### src/rtl/icache_refill_axi_bridge.sv
// ICache line-refill bridge: turns one refill request into a single AXI4 INCR read burst
// and returns the assembled line in one cycle.
module icache_refill_axi_bridge #(
  parameter int         DATA_WIDTH    = 32,
  parameter int         LINE_WORD_NUM = 4,
  parameter logic [3:0] AXI_ID        = 4'd0
) (
  input  logic                                  i_clk,
  input  logic                                  i_rst,
  input  logic                                  i_rd_req,
  input  logic [31:0]                           i_rd_addr,
  output logic                                  o_rd_rdy,
  output logic                                  o_ret_valid,
  output logic [LINE_WORD_NUM*DATA_WIDTH-1:0]   o_ret_data,
  output logic                                  o_ret_err,
  output logic [3:0]                            o_arid,
  output logic [31:0]                           o_araddr,
  output logic [7:0]                            o_arlen,
  output logic [2:0]                            o_arsize,
  output logic [1:0]                            o_arburst,
  output logic                                  o_arvalid,
  input  logic                                  i_arready,
  input  logic [3:0]                            i_rid,
  input  logic [DATA_WIDTH-1:0]                 i_rdata,
  input  logic [1:0]                            i_rresp,
  input  logic                                  i_rlast,
  input  logic                                  i_rvalid,
  output logic                                  o_rready
);
  localparam int          CNT_W      = $clog2(LINE_WORD_NUM);
  localparam logic [CNT_W-1:0] LAST  = CNT_W'(LINE_WORD_NUM - 1);
  localparam logic [31:0] ALIGN_MASK = ~(32'(LINE_WORD_NUM * 4) - 32'd1);

  typedef enum logic [1:0] {S_IDLE, S_AR, S_R, S_DONE} state_t;

  state_t                                   r_state, w_next;
  logic [31:0]                              r_addr;
  logic [CNT_W-1:0]                         r_cnt;
  logic                                     r_err;
  logic                                     r_over;
  logic [LINE_WORD_NUM-1:0][DATA_WIDTH-1:0] r_line;
  logic                                     w_accept, w_beat;
  logic                                     w_unused_rid;

  // Responses are not matched by ID: only one burst is ever outstanding.
  assign w_unused_rid = ^i_rid;

  assign w_accept   = (r_state == S_IDLE) & i_rd_req;
  assign w_beat     = (r_state == S_R) & i_rvalid;
  assign o_araddr   = r_addr;
  assign o_arlen    = 8'(LINE_WORD_NUM - 1);
  assign o_arsize   = 3'b010;
  assign o_arburst  = 2'b01;
  assign o_arid     = AXI_ID;
  assign o_ret_data = r_line;

  always_ff @(posedge i_clk or posedge i_rst) begin
    if (i_rst) r_state <= S_IDLE;
    else       r_state <= w_next;
  end

  always_comb begin
    w_next      = r_state;
    o_rd_rdy    = 1'b0;
    o_arvalid   = 1'b0;
    o_rready    = 1'b0;
    o_ret_valid = 1'b0;
    o_ret_err   = 1'b0;
    case (r_state)
      S_IDLE: begin
        o_rd_rdy = 1'b1;
        if (i_rd_req) w_next = S_AR;
      end
      S_AR: begin
        o_arvalid = 1'b1;
        if (i_arready) w_next = S_R;
      end
      S_R: begin
        o_rready = 1'b1;
        if (i_rvalid && i_rlast) w_next = S_DONE;
      end
      S_DONE: begin
        o_ret_valid = 1'b1;
        o_ret_err   = r_err;
        w_next      = S_IDLE;
      end
      default: w_next = S_IDLE;
    endcase
  end

  // r_over marks that a full line has landed without rlast; later beats are dropped.
  always_ff @(posedge i_clk or posedge i_rst) begin
    if (i_rst) begin
      r_addr <= '0;
      r_cnt  <= '0;
      r_err  <= 1'b0;
      r_over <= 1'b0;
      r_line <= '0;
    end else begin
      if (w_accept) begin
        r_addr <= i_rd_addr & ALIGN_MASK;
        r_cnt  <= '0;
        r_err  <= 1'b0;
        r_over <= 1'b0;
      end
      if (w_beat) begin
        if (!r_over) begin
          r_line[r_cnt] <= i_rdata;
          r_cnt         <= r_cnt + CNT_W'(1);
        end
        if ((i_rresp != 2'b00) || r_over || (i_rlast && (r_cnt != LAST)))
          r_err <= 1'b1;
        if (!i_rlast && (r_cnt == LAST))
          r_over <= 1'b1;
      end
    end
  end
endmodule

### config.mk
export PLATFORM = sky130hd
export DESIGN_NAME = icache_refill_axi_bridge
export DESIGN_NICKNAME = d
export VERILOG_FILES = /design/src/rtl/icache_refill_axi_bridge.sv
export SDC_FILE = /design/constraint.sdc
export NUM_CORES = 1
export LEC_CHECK = 0
export CAP_MARGIN = 30
export CORE_MARGIN = 2
export CORE_UTILIZATION = 40
export DETAILED_ROUTE_END_ITERATION = 6
export PLACE_DENSITY = 0.75
export SKIP_CTS_REPAIR_TIMING = 1
export SLEW_MARGIN = 20
export SYNTH_ARGS = -nofsm -noshare
export SYNTH_HDL_FRONTEND = slang
export SYNTH_SLANG_ARGS = --single-unit
export TNS_END_PERCENT = 100
### constraint.sdc
create_clock -name i_clk -period 7.4 [get_ports i_clk]
set_input_delay 1.11 -clock i_clk [delete_from_list [all_inputs] [get_ports i_clk]]
set_output_delay 1.11 -clock i_clk [all_outputs]
set_load 0.005 [all_outputs]
==> out/results.ini <==
[sta]
rsz0062_at_grt = no
hold_violations = 0
slew_headroom = 0.485
tightestPinTransition_ns = 0.772
finalSetupTns_ns = 0
min_period_over_period = 0.400
worst_hold_slack_ns = 0.493
period_needed_ns = 2.96
finClkSkew_ns = 0.00566
max_freq_mhz = 337
drv_slew = 0
setup_violations = 0

[clock_network]
numClockSinks = 162
cts.path.max_buffers = 2
clk_pin_slew_worst_paths_ns = 0.07
clk-insertion-delay-late_ns = 0.42
cts_buffers = 17
cts_tree = done
cts_max_level = 4
cts_root_buffer = clkbuf_16

[grt]
grt_pass1_vias = 4226
antenna_found_initial = 0
grt_pass1_wl_um = 22500
track_usage = 0.173
overflow = 0
grt_max_degree = 88

[layout]
final_cell_mix = clkdlybuf4s50_1, dfrtp_1, mux2_2, conb_1, clkbuf_16
nets = 716
layout-drive-gt1-share = 0.293
regArea_um2 = 4050
nFillCells = 1216
layout_commonest_cell = clkdlybuf4s50_1
antennaDiodeCount = 0
syn2layout_area_growth_pct = 46.3
multiInputGateArea_um2 = 2120

[routing]
dr.pass1.iters = 4
dr_total_vias = 4053
routedWlPerCell_um = 17.2
drtIter0Drc = 125
wl_um = 14800
vias_per_cell = 4.71
ant_nets = 0
drcViolationCount = 0

[floorplanning]
rows = 46
io_pins = 258
die_h_um = 131
dieArea_um2 = 17100
start_util = 0.407
coreArea_um2 = 15800
die_w_um = 131

[pwr]
power_density_nw_per_um2 = 426
p_leak_nw = 4.24
peakVddDrop_v = 0.000201

[job]
cap_violations = 0

[placed_design]
dp_hpwl_um = 10100
io_buffers = 228
place.gp.congestion = 0.736

[yosys]
synth_edf_count = 0
yosys_warnings = 0
async_reset_ff_frac = 1.00
synth-seq-area-share = 0.629
synthCells = 398
synth_area_per_cell_um2 = 16.2
ys_ff_latch = 162
yosys.cell_types.count = 24
synth_area_um2 = 6440
synthFlopType = dfrtp_1

[setup_path]
cp_data_required_time_ns = 6.29
arrival_ns = 1.85
cp_cell_sequence = inv_1 > ha_1 > clkdlybuf4s50_1
critical_path_class = reg2out
r2r_setup_slack_ns = 5.30
crit_path_start_kind = flip-flop
reg2reg_depth = 5
cp_max_fo = 7
end_kind = output pin
cpMaxStageDelayCell = clkdlybuf4s50_1
critPathMaxStageDelay_ns = 0.59

[min_path]
hold_class = reg2reg
holdPathStages = 1

[outcome]
status = complete, no violations

==> routing by layer <==
metal	global-route usage	up-vias	share of wire
li1	-	1816	-
met1	0.207	2052	0.41
met2	0.291	164	0.50
met3	0.0647	21	0.075
met4	0.0569	0	0.016
met5	0	-	0
==> registers in the layout, indices dropped and copies added, names as in the netlist <==
register,cells
o_ret_data,128
o_araddr,28
r_cnt,2
r_state,2
r_err,1
r_over,1
==> path summary, 6_finish.rpt <==
kind	startpoint	endpoint
hold reg to reg	o_ret_data[20]	o_ret_data[20]
max in group asynchronous	i_rst	o_ret_data[72]
setup reg to reg	r_state[0]	o_ret_data[19]
hold / removal	o_ret_data[20]	o_ret_data[20]
min in group asynchronous	i_rst	o_ret_data[26]
setup / recovery	r_state[0]	o_rready
==> synthesized netlist by cell type (2+ instances only) <==
master	n	area, µm²
buf_2	2	10.0
buf_4	21	158
buf_6	12	135
conb_1	2	7.51
dfrtp_1	162	4050
ha_1	9	113
inv_1	8	30.0
mux2_1	9	101
mux2_2	148	1670
nand2_1	6	22.5
nand2_4	4	45.0
nand3_1	2	10.0
o21ai_0	2	10.0
==> cells by family after synthesis <==
family          after synthesis  synth area share
other cells                   2           0.00117
compound gates                6           0.00719
mux                         157             0.274
buf+inv                      44            0.0522
simple gates                 18            0.0184
flops                       162             0.629
fa+ha+maj                     9            0.0175
==> stage by stage <==
stage	utilization	cell area (µm²)	total power (W)	instances	worst slack, ns
floorplan	-	6520	0.00211	417	1.91
global placement	0.555	8780	0.00307	827	4.27
detailed placement	0.555	8780	0.00314	827	4.18
CTS	0.594	9400	0.00407	859	4.42
global route	0.595	9430	0.00425	860	4.35
finish	0.595	9430	0.00402	860	4.44
==> power by group <==
part / internal (W) / leakage (nW) / switching, W
Sequential: 0.00131 / 2.02 / 0.000218
Combinational: 0.00109 / 1.92 / 0.000485
Clock: 0.000546 / 0.296 / 0.000369
Total: 0.00294 / 4.24 / 0.00107
==> critical path, delay by kind of cell, from the launching register on <==
family,cells,cell delay [ns]
buffers and inverters,2,0.71
DFF,1,0.41
adders and majority gates,1,0.32
==> area by class of cell <==
type                       count  area share
sequential                   162       0.430
timing repair buffer         231       0.247
multi-input combinational    211       0.225
clock buffer                  18      0.0466
tap                          216      0.0287
clock inverter                14      0.0189
inverter                       8     0.00372
No activity file was read; power rests on OpenSTA's default activity.
